[config.mk]
export PLATFORM = sky130hd
export DESIGN_NAME = rob_retire
export DESIGN_NICKNAME = d
export VERILOG_FILES = /design/src/rtl/rob_pkg.sv /design/src/rtl/rob_retire.sv
export SDC_FILE = /design/constraint.sdc
export NUM_CORES = 1
export LEC_CHECK = 0
export BUFFER_PORTS_ARGS = -buffer_cell sky130_fd_sc_hd__buf_4
export CORE_MARGIN = 2
export CORE_UTILIZATION = 35
export CTS_CLUSTER_DIAMETER = 60
export DETAILED_ROUTE_END_ITERATION = 8
export MAX_ROUTING_LAYER = met4
export SYNTH_ARGS = -nofsm -noshare
export SYNTH_HDL_FRONTEND = slang
export SYNTH_SLANG_ARGS = --single-unit
[constraint.sdc]
create_clock -name clk -period 5.4 [get_ports clk]
set_input_delay 0.54 -clock clk [delete_from_list [all_inputs] [get_ports clk]]
set_output_delay 0.54 -clock clk [all_outputs]
set_load 0.02 [all_outputs]
[src/rtl/rob_pkg.sv]
// rob_pkg: shared types and constants for the reorder buffer and its
// commit stage.
//   retire_state_t     - commit FSM states (RUN, STORE_WAIT, FLUSH)
//   exc_cause_t        - 4-bit exception cause code
//   DEFAULT_EXC_VECTOR - default redirect target taken on an exception
//   rob_head_t         - fields the ROB presents for its head entry
package rob_pkg;

  typedef enum logic [1:0] {
    RUN,
    STORE_WAIT,
    FLUSH
  } retire_state_t;

  typedef logic [3:0] exc_cause_t;

  localparam logic [31:0] DEFAULT_EXC_VECTOR = 32'h0000_0100;

  typedef struct packed {
    logic [31:0] pc;
    logic [4:0]  dest;
    logic [31:0] value;
    logic        is_store;
    logic        exc;
    exc_cause_t  cause;
  } rob_head_t;

endpackage

[src/rtl/rob_retire.sv]
// rob_retire: in-order commit stage at the head of the reorder buffer.
// Each cycle it looks at the ROB head entry and does one of three things:
//   - ALU/load results are retired to the register file.
//   - Stores are released to the store buffer with a valid/ready handshake.
//   - Excepting entries raise a flush and redirect.
// Ports:
//   clk, rst                     clock, asynchronous active-low reset
//   head_valid/head_ready        head entry occupied / result complete
//   head_idx                     head index (trace only)
//   head_pc/dest/value           head instruction PC, dest reg, result
//   head_is_store/exc/cause      store flag, exception flag, cause
//   pop                          combinational; ROB advances its head
//   rf_we/rf_waddr/rf_wdata      registered register-file write
//   sb_commit_valid/ready        store release handshake
//   flush                        registered one-cycle flush pulse
//   redirect_pc/epc/cause        exception info, held until next flush
//   retired_count                committed-instruction counter
module rob_retire
  import rob_pkg::*;
#(
  parameter int                    WORD_SIZE   = 32,
  parameter int                    ROB_ENTRIES = 10,
  parameter int                    REG_ADDR_W  = 5,
  parameter logic [WORD_SIZE-1:0]  EXC_VECTOR  = DEFAULT_EXC_VECTOR,
  localparam int                   IDX_W       = $clog2(ROB_ENTRIES)
) (
  input  logic                  clk,
  input  logic                  rst,
  input  logic                  head_valid,
  input  logic                  head_ready,
  input  logic [IDX_W-1:0]      head_idx,
  input  logic [WORD_SIZE-1:0]  head_pc,
  input  logic [REG_ADDR_W-1:0] head_dest,
  input  logic [WORD_SIZE-1:0]  head_value,
  input  logic                  head_is_store,
  input  logic                  head_exc,
  input  logic [3:0]            head_cause,
  output logic                  pop,
  output logic                  rf_we,
  output logic [REG_ADDR_W-1:0] rf_waddr,
  output logic [WORD_SIZE-1:0]  rf_wdata,
  output logic                  sb_commit_valid,
  input  logic                  sb_commit_ready,
  output logic                  flush,
  output logic [WORD_SIZE-1:0]  redirect_pc,
  output logic [WORD_SIZE-1:0]  epc,
  output logic [3:0]            cause,
  output logic [31:0]           retired_count
);

  retire_state_t state, state_nx;

  logic head_go;
  logic alu_retire;
  logic store_start;
  logic store_done;
  logic exc_start;

  // The head index is carried for tracing only.
  logic unused_head_idx;
  assign unused_head_idx = ^head_idx;

  // State register.
  always_ff @(posedge clk or negedge rst) begin
    if (!rst) begin
      state <= RUN;
    end else begin
      state <= state_nx;
    end
  end

  // Next-state and commit decisions. An exception takes priority over the
  // store/ALU distinction, so an excepting store is never released. pop is
  // forced low while reset is held so the ROB cannot advance during reset.
  always_comb begin
    state_nx    = state;
    pop         = 1'b0;
    head_go     = head_valid & head_ready;
    alu_retire  = 1'b0;
    store_start = 1'b0;
    store_done  = 1'b0;
    exc_start   = 1'b0;
    case (state)
      RUN: begin
        if (head_go) begin
          if (head_exc) begin
            exc_start = 1'b1;
            state_nx  = FLUSH;
          end else if (head_is_store) begin
            store_start = 1'b1;
            state_nx    = STORE_WAIT;
          end else begin
            alu_retire = 1'b1;
            pop        = 1'b1;
          end
        end
      end
      STORE_WAIT: begin
        if (sb_commit_valid && sb_commit_ready) begin
          store_done = 1'b1;
          pop        = 1'b1;
          state_nx   = RUN;
        end
      end
      FLUSH: begin
        state_nx = RUN;
      end
      default: begin
        state_nx = RUN;
      end
    endcase
    if (!rst) begin
      pop = 1'b0;
    end
  end

  // Registered commit outputs. Writes to r0 are dropped but still count as
  // retired. The exception fields only load on a new exception, so they
  // stay readable after the flush pulse has gone.
  always_ff @(posedge clk or negedge rst) begin
    if (!rst) begin
      rf_we           <= 1'b0;
      rf_waddr        <= '0;
      rf_wdata        <= '0;
      sb_commit_valid <= 1'b0;
      flush           <= 1'b0;
      redirect_pc     <= '0;
      epc             <= '0;
      cause           <= '0;
      retired_count   <= '0;
    end else begin
      rf_we <= alu_retire && (head_dest != '0);
      if (alu_retire) begin
        rf_waddr <= head_dest;
        rf_wdata <= head_value;
      end
      if (store_start) begin
        sb_commit_valid <= 1'b1;
      end else if (store_done) begin
        sb_commit_valid <= 1'b0;
      end
      flush <= exc_start;
      if (exc_start) begin
        redirect_pc <= EXC_VECTOR;
        epc         <= head_pc;
        cause       <= head_cause;
      end
      if (pop) begin
        retired_count <= retired_count + 32'd1;
      end
    end
  end

endmodule
==> impl_metrics.toml, run 1 <==
[sta]
final.period_utilization_pct = 50.4
hold_violations = 0
worstMarginPinSlew_ns = 0.922
setup_violations = 0
min_period_ns = 2.72
rsz0062_at_grt = "no"
slew_viol_final = 0
fmax_ghz = 0.367
slew_headroom_pct = 38.3
setup_tns_ns = 0
fin_skew_ns = 0.00947
fin_ws_ns = 2.68

[power_and_ir_drop]
switchingPower_uw = 810
p_leak_uw = 0.00323
intPower_uw = 1750
powerDensity_mw_per_mm2 = 383
pwr-share-clk_pct = 26.7
power_frac_seq_pct = 43.2
switching_share_pct = 31.6
ir_drop_v = 0.000177
pwr-share-comb_pct = 30.1

[critical_path]
start_kind = "input port"
critPathCaptureType = "primary output"
crit_type = "in -> out"
r2r_setup_slack_ns = 3.06
worstPathArrival_ns = 2.18
required_ns = 4.86
path_max_fanout = 53

[drt]
routedWlPerCell_um = 15.2
dr.first_iter.drc_count = 126
ant_nets = 0
dr.pass1.iters = 4
wirelength_mm = 11.2
drc = 0
vias_per_cell = 4.69
vias = 3431

[yosys]
synth_top_cell_by_area = "dfrtp_1"
synthArstFlopShare_pct = 100
syn_inst = 360
yosysMostFrequentCell = "dfrtp_1"
ys_types = 32
ys_ff_latch = 111
synthTopCellsByArea = "dfrtp_1 57%, mux2_2 17%, buf_4 4.9%"
synth_top_area_share_pct = 56.8
synth.avg_cell_area_um2 = 13.6
seq_area_frac_synth_pct = 56.8
yosysWarnings = 0
synth_edf_count = 0
syn_area_mm2 = 0.00489
ys.flop_type = "dfrtp_1"
yosys-top-cells-count = "111 x dfrtp_1, 74 x mux2_2, 32 x buf_4"

[clock_network]
cts_root_buf = "clkbuf_16"
postCtsResizedCells = 0
clk_latency_ns = 0.35
cts.clk_slew.worst_paths_ns = 0.07
h-tree-depth = 3
cts_setup_buffers = 0
clock_sinks = 111
cts_max_path_buffers = 2
tritoncts = "yes"
numCtsBuffers = 9
postCtsHoldBufs = 0

[floorplan]
die_w_um = 122
die_h_um = 122
core_mm2 = 0.0138
fp-row-count = 43
die_area_mm2 = 0.0149
start_util_pct = 35.5
io_pins = 225

[layout]
num_antenna_cells = 0
nets = 632
layout-drive-gt1-share_pct = 54.0
fill_cells = 1269
fin_area_mm2 = 0.00668
area_growth_pct = 36.7

[outcome]
status = "finished clean"

[worst_hold_path]
holdCritPathClass = "in -> async"

[global_routing]
antenna_found_initial = 0
gr-usage-all-layers_pct = 15.1
grt_pass1_wl_mm = 17.2
grt_overflow = 0
grt_pass1_vias = 3404
grt_max_degree = 62

[place]
dp_hpwl_mm = 7.99
numPortBuffers = 189
gp_congestion = 0.753
dp_worst_setup_slack_ns = 2.65
place_area_mm2 = 0.00637

[flow_run]
max_cap_violations = 0
routing by layer:
layer / vias up / wire [um] / track usage [%]
li1: 1585 / - / -
met1: 1692 / 4740 / 19.0
met2: 138 / 5490 / 24.1
met3: 16 / 721 / 3.32
met4: 0 / 199 / 5.68
met5: - / 0 / -
through the flow:
stage / power (uW) / util [%] / instances / hold WS (ns)
6_report: 2560 / 48.5 / 732 / 0.225
5_1_grt: 2690 / 48.5 / 732 / 0.279
4_1_cts: 2590 / 48.5 / 732 / 0.250
3_5_place_dp: 1910 / 46.3 / 716 / 0.454
3_3_place_gp: 1890 / 46.3 / 716 / 0.454
2_1_floorplan: 1530 / - / 390 / 0.244
path summary, 6_finish.rpt:
check,cells after the start,to,startpoint
worst min-delay path,1,rf_wdata[30],rst
max in group asynchronous,2,rf_waddr[4],rst
min in group clk,2,rf_wdata[19],head_value[19]
worst max-delay path,6,pop,rst
worst max register to register,4,epc[31],state[0]
worst min register to register,1,redirect_pc[8],redirect_pc[8]
logic make-up after synthesis:
| group | synth area share [%] |
|---|---|
| muxes | 17.0 |
| AOI/OAI and AO/OA | 7.83 |
| DFF | 56.8 |
| adders and majority gates | 0.256 |
| buffers and inverters | 6.89 |
| other | 0.0767 |
| and+or+nand+nor | 5.53 |
| xor gates and xnor gates | 5.55 |
cell type report:
type / count / area, um2 / share of cell area (%)
multi-input cells: 224 / 1890 / 28.3
well taps: 180 / 225 / 3.37
repair buffers: 193 / 1450 / 21.7
clock buffers: 10 / 239 / 3.58
inverters: 8 / 30.0 / 0.450
flip-flops and latches: 111 / 2780 / 41.6
clock inverters: 6 / 70.1 / 1.05
registers in the layout, summed over array words and instances, names as in the netlist:
signal           count
redirect_pc          1
rf_we                1
rf_waddr             5
rf_wdata            32
sb_commit_valid      1
retired_count       32
cause                4
state                2
flush                1
epc                 32
power by group through the flow:
stage | Clock (uW) | Sequential (uW) | Combinational (uW)
4_1_cts | 701 | 1110 | 783
5_1_grt | 740 | 1130 | 825
3_3_place_gp | 0 | 1120 | 776
6_report | 684 | 1110 | 771
2_1_floorplan | 0 | 1320 | 211
3_5_place_dp | 0 | 1120 | 783
critical path, stage by stage:
cell and delay (ns):
buf_4 0.52, nand3_1 0.13, or3_1 0.33, buf_4 0.28
nand2_1 0.18, buf_4 0.16
cell usage in the layout (no fill, tap or decap), types with 2 or more instances in the layout:
master,Yosys,final
buf_4,32,193
dfrtp_1,111,111
mux2_2,74,74
conb_1,1,31
xor2_1,26,26
nand2_1,15,14
a211oi_1,14,14
nand3_1,11,11
clkbuf_16,0,9
inv_1,8,8
a2111oi_2,7,7
a21oi_1,5,5
nand4_1,5,5
xnor2_1,5,5
and2_1,4,4
nor2_1,3,3
a2111oi_4,3,3
a2111oi_1,3,3
clkinvlp_4,0,3
or3_1,2,2
and4_1,2,2
or4_1,2,2
or2_2,2,2
a2111oi_0,2,2
o21ai_0,2,2
clkinv_4,0,2
(Power assumes the default switching activity.)
==> inputs of run 2 (changes only) <==
--- a/config.mk
+++ b/config.mk
@@ -5,6 +5,7 @@
 export SDC_FILE = /design/constraint.sdc
 export NUM_CORES = 1
 export LEC_CHECK = 0
+export ABC_AREA = 1
 export BUFFER_PORTS_ARGS = -buffer_cell sky130_fd_sc_hd__buf_4
 export CORE_MARGIN = 2
 export CORE_UTILIZATION = 35
==> constraint.sdc (replaced) <==
create_clock -name clk -period 2.8 [get_ports clk]
set_input_delay 0.28 -clock clk [delete_from_list [all_inputs] [get_ports clk]]
set_output_delay 0.28 -clock clk [all_outputs]
set_load 0.02 [all_outputs]
==> run 2 against run 1 <==
Final cell count grew 24%. Critical path depth is the same. Synthesized cell count grew 49%. Synthesized area grew 3.6%. Combinational power grew 110%. First-iteration DRC count grew 36%. Count of clock-buffer cells in the layout is the same. Sequential cell count is the same. Critical endpoint unchanged. Largest cell class unchanged. Largest power group unchanged. Highest routed layer unchanged.
==> impl_metrics.toml, run 2 <==
[outcome]
status = "finished clean"

[place]
gp_congestion = 0.788
place_area_mm2 = 0.00654
numPortBuffers = 189
dp_hpwl_mm = 9.16
post-place-cells = 894

[worst_hold_path]
holdCritPathClass = "in -> async"

[yosys]
synthArstFlopShare_pct = 100
yosysMostFrequentCell = "nand2_1"
seq_area_frac_synth_pct = 54.8
synth_top_area_share_pct = 54.8
yosysWarnings = 0
synthTopCellsByArea = "dfrtp_1 55%, nand2_1 15%, mux2_2 7.8%"
synth_fa_ha_area_share_pct = 0.247
synth-simple-area-share_pct = 25.4
syn_area_mm2 = 0.00506
synth_compound_area_share_pct = 0.519
synth_top_cell_by_area = "dfrtp_1"
ys_ff_latch = 111
ys.flop_type = "dfrtp_1"
synth.avg_cell_area_um2 = 9.43
synthMuxAreaShare_pct = 7.78
synth_edf_count = 0
ys_types = 28
syn_inst = 537
yosys-top-cells-count = "208 x nand2_1, 111 x dfrtp_1, 35 x mux2_2"
synth_xor_xnor_area_share_pct = 2.77
synth_top_family_by_area = "simple AND/OR/NAND/NOR gates"

[clock_network]
cts_root_buf = "clkbuf_16"
cts_setup_buffers = 0
clk_latency_ns = 0.35
cts_max_path_buffers = 2
tritoncts = "yes"
postCtsResizedCells = 0
cts.clk_slew.worst_paths_ns = 0.07
h-tree-depth = 3
clock_sinks = 111
numCtsBuffers = 9
postCtsHoldBufs = 0

[global_routing]
gr-usage-all-layers_pct = 16.8
antenna_found_initial = 0
grt_pass1_vias = 4050
grt_pass1_wl_mm = 20.4
grt_max_degree = 112
grt_overflow = 0

[sta]
fmax_ghz = 0.500
rsz0062_at_grt = "no"
min_period_ns = 2.00
slew_headroom_pct = 60.7
hold_violations = 0
slew_viol_final = 0
setup_violations = 0
setup_tns_ns = 0
final.period_utilization_pct = 71.4
worstMarginPinSlew_ns = 0.590
fin_skew_ns = 0.00772

[critical_path]
critPathCaptureType = "primary output"
start_kind = "flip-flop"
required_ns = 2.52
r2r-end = "retired_count[22]"
r2r_start = "retired_count[0]"
path_max_fanout = 16
crit_type = "reg -> out"
r2r_cells = 8
r2r_setup_slack_ns = 1.12
worstPathArrival_ns = 1.72

[drt]
vias_per_cell = 4.48
wirelength_mm = 12.4
drc = 0
dr.first_iter.drc_count = 171
vias = 4073
dr.pass1.iters = 4
routedWlPerCell_um = 13.6
ant_nets = 0

[layout]
layout-drive-gt1-share_pct = 36.6
area_growth_pct = 34.9
utilization_pct = 48.8
fin_area_mm2 = 0.00683
nets = 810
fill_cells = 1339
finalNonFillerCells = 910
layout_common_cells = "208 x nand2_1, 192 x buf_4, 111 x dfrtp_1"
final_common_cell = "nand2_1"
num_antenna_cells = 0
reg_top3 = "epc: 32 flops, retired_count: 32 flops, rf_wdata: 32 flops"

[power_and_ir_drop]
ir_drop_v = 0.000316
intPower_uw = 3330
switchingPower_uw = 1740
pwr-share-clk_pct = 25.0
p_total_uw = 5070
pwr-share-comb_pct = 32.1
p_leak_uw = 0.00360
power_frac_seq_pct = 42.9
powerDensity_mw_per_mm2 = 742
switching_share_pct = 34.3

[floorplan]
die_area_mm2 = 0.0154
core_mm2 = 0.0140
fp-row-count = 43
die_w_um = 124
io_pins = 225
die_h_um = 124
start_util_pct = 36.2

[flow_run]
max_cap_violations = 0
run 2: cell types whose count changed in the layout (fill, tap and decap cells not counted), sizes merged, moves of 13 or more:
| cell | change |
|---|---|
| a2111oi | -15 |
| a211oi | -14 |
| inv | +22 |
| mux2 | -39 |
| nand2 | +196 |
| nor2 | +41 |
| xor2 | -13 |
run 2: cell families after synthesis:
family                     count (synthesis)
other                                      1
buffers and inverters                     73
and+or+nand+nor                          295
xor gates and xnor gates                  16
muxes                                     35
AOI/OAI and AO/OA                          5
adders and majority gates                  1
DFF                                      111
run 2: through the flow:
step                setup WS [ns]  hold WS, ns
floorplan                    1.23      -0.0156
global placement             1.17        0.457
detailed placement           1.10        0.457
CTS                         0.751       0.0981
global route                0.639        0.105
finish                      0.799       0.0644
run 2: worst max-delay path, stage by stage, from the launching register on:
cell and delay, ns:
dfrtp_1 0.42, nor2_2 0.13, nand3_2 0.10, nand2_2 0.12
nand2_8 0.14, inv_2 0.25, buf_4 0.20
run 2: routing by layer:
layer,GRT usage (%),up-vias,part of all wire [%]
met5,-,-,0
met4,7.40,0,2.4
met3,2.88,20,4.8
met2,26.3,143,48
met1,21.6,1919,44
li1,-,1991,-
run 2: how the worst max path moves through the flow:
stage               cells after the start              from                end  slack (ns)
floorplan                               9  retired_count[0]  retired_count[18]        1.23
global placement                        8  retired_count[0]  retired_count[22]        1.17
detailed placement                      6          state[0]           cause[3]        1.10
CTS                                     6          state[0]                pop        0.75
global route                            6          state[1]                pop        0.64
finish                                  6          state[0]                pop        0.80
run 2: area by class of cell:
cell class                 instances  area (um2)  share of cell area [%]
sequential                       111        2780                    40.7
multi-input combinational        383        1980                    28.9
timing repair buffer             193        1460                    21.4
clock buffer                      10         239                    3.50
tap                              180         225                    3.30
inverter                          27         101                    1.48
clock inverter                     6        52.6                   0.769
run 2: power groups by stage:
stage / sequential (uW) / clock (uW) / combinational [uW]
after floorplan: 2620 / 0 / 443
after global placement: 2190 / 0 / 1620
after detailed placement: 2210 / 0 / 1650
after CTS: 2180 / 1320 / 1650
after global routing: 2230 / 1390 / 1740
final: 2170 / 1270 / 1630
==> inputs of run 3 (changes only) <==
==> constraint.sdc (replaced) <==
create_clock -name clk -period 1.7 [get_ports clk]
set_input_delay 0.17 -clock clk [delete_from_list [all_inputs] [get_ports clk]]
set_output_delay 0.17 -clock clk [all_outputs]
set_load 0.02 [all_outputs]
==> run 3 against run 2 <==
Sequential cell count stayed put. Sequential power is 65% higher. Final cell count is 3.5% higher. Critical endpoint unchanged. Die area unchanged. Combinational power up 71%. Global-route usage about the same. Clock skew about the same. First-iteration DRC count grew 19%. Critical path depth did not move. Non-clock buffer count is 31 higher.
==> impl_metrics.toml, run 3 (synthesized netlist as in run 2, its figures left out) <==
[layout]
area_growth_pct = 41.0
fill_cells = 1297
layout-drive-gt1-share_pct = 36.2
nets = 842
fin_area_mm2 = 0.00714
reg_top3 = "epc: 32 flops, retired_count: 32 flops, rf_wdata: 32 flops"
num_antenna_cells = 0
final_common_cell = "nand2_1"
layout_common_cells = "208 x nand2_1, 201 x buf_4, 111 x dfrtp_1"

[floorplan]
fp-row-count = 43
io_pins = 225
die_area_mm2 = 0.0154
die_w_um = 124
die_h_um = 124
core_mm2 = 0.0140
start_util_pct = 36.2

[drt]
ant_nets = 0
dr.first_iter.drc_count = 204
vias = 4196
dr.pass1.iters = 4
routedWlPerCell_um = 13.6
vias_per_cell = 4.45
wirelength_mm = 12.8
drc = 0

[power_and_ir_drop]
intPower_uw = 5510
ir_drop_v = 0.000527
powerDensity_mw_per_mm2 = 1170
pwr-share-clk_pct = 23.7
switchingPower_uw = 2830
p_total_uw = 8340
p_leak_uw = 0.00373
switching_share_pct = 33.9
power_frac_seq_pct = 42.8
pwr-share-comb_pct = 33.5

[critical_path]
worstSetupStartpoint = "state[1]"
path_max_fanout = 16
r2r_start = "state[1]"
critPathCaptureType = "primary output"
required_ns = 1.53
worstPathArrival_ns = 1.44
start_kind = "flip-flop"
path_cells = "nor2_2 > nand3_2 > nand2_2 > nand2_8 > inv_12 > buf_4"
cp_slowest_cell = "dfrtp_1"
r2r_cells = 9
r2r-end = "retired_count[18]"
r2r_setup_slack_ns = 0.13
max_stage_delay_ns = 0.41
crit_type = "reg -> out"

[sta]
slew_headroom_pct = 60.7
final.period_utilization_pct = 94.5
fmax_ghz = 0.622
rsz0062_at_grt = "no"
slew_viol_final = 0
fin_skew_ns = 0.00758
setup_tns_ns = 0
hold_violations = 0
min_period_ns = 1.61
worstMarginPinSlew_ns = 0.590
setup_violations = 0

[place]
gp_congestion = 0.827
place_area_mm2 = 0.00660
numPortBuffers = 189
dp_hpwl_mm = 9.22

[clock_network]
clock_sinks = 111
numCtsBuffers = 9
cts_root_buf = "clkbuf_16"
h-tree-depth = 3
cts_max_path_buffers = 2
cts.clk_slew.worst_paths_ns = 0.07
tritoncts = "yes"
clk_latency_ns = 0.35

[worst_hold_path]
whs_endpoint = "epc[22]"
holdCritPathClass = "in -> reg"
hold_depth = 3
hp-start = "head_pc[22]"

[global_routing]
gr-usage-all-layers_pct = 16.8
antenna_found_initial = 0
grt_max_degree = 112
grt_pass1_wl_mm = 20.7
grt_pass1_vias = 4107
grt_overflow = 0

[flow_run]
max_cap_violations = 0

[outcome]
status = "finished clean"
-- run 3: final cells by class --
cell class / count / area (um2) / area share (%)
sequential: 111 / 2780 / 38.9
multi-input combinational: 384 / 1990 / 27.9
timing repair buffer: 224 / 1760 / 24.6
clock buffer: 11 / 233 / 3.26
tap: 180 / 225 / 3.15
inverter: 27 / 114 / 1.59
clock inverter: 5 / 42.5 / 0.596
-- run 3: timing repair --
| item | in CTS | in global routing |
|---|---|---|
| setup endpoints to repair | 1 | 7 |
| resized for setup | 4 | 2 |
| pin swaps | 1 | 1 |
| cloned | 0 | 1 |
| endpoints found under the hold margin | 131 | 0 |
| buffers inserted | 3 | 1 |
| hold buffers | 21 | 0 |
-- run 3: how the worst max path moves through the flow --
stage | cells past startpoint | slack, ns | endpoint
final | 6 | 0.09 | pop
after global placement | 8 | 0.16 | retired_count[22]
after detailed placement | 8 | 0.16 | retired_count[18]
after global routing | 6 | 0.008 | pop
after CTS | 6 | 0.05 | pop
after floorplan | 9 | 0.13 | retired_count[18]
-- run 3: critical path: cells and delay by family, from the launching register on --
family        cells  cell delay [ns]
buf+inv           2             0.23
flops             1             0.41
simple gates      4             0.46
-- run 3: power by group through the flow --
stage	sequential (uW)	combinational (uW)	clock (uW)
CTS	3570	2830	2090
global route	3650	2970	2190
floorplan	4320	730	0
global placement	3590	2730	0
detailed placement	3620	2770	0
finish	3570	2790	1980
-- run 3: metal layers --
metal | wire [um] | global-route usage [%] | share of wire, %
met4 | 261 | 6.74 | 2.0
met2 | 6310 | 27.4 | 49
met1 | 5570 | 21.1 | 44
met3 | 662 | 2.79 | 5.2
met5 | 0 | - | 0
-- run 3: stage by stage --
| stage | utilization, % | hold WS [ns] | worst slack (ns) | std cells |
|---|---|---|---|---|
| final | 51.1 | 0.0182 | 0.0931 | 942 |
| after global routing | 51.1 | 0.0179 | 0.00837 | 942 |
| after CTS | 50.9 | 0.000362 | 0.0458 | 940 |
| after detailed placement | 47.2 | 0.369 | 0.157 | 900 |
| after global placement | 47.2 | 0.365 | 0.165 | 900 |
| after floorplan | - | -0.126 | 0.128 | 567 |
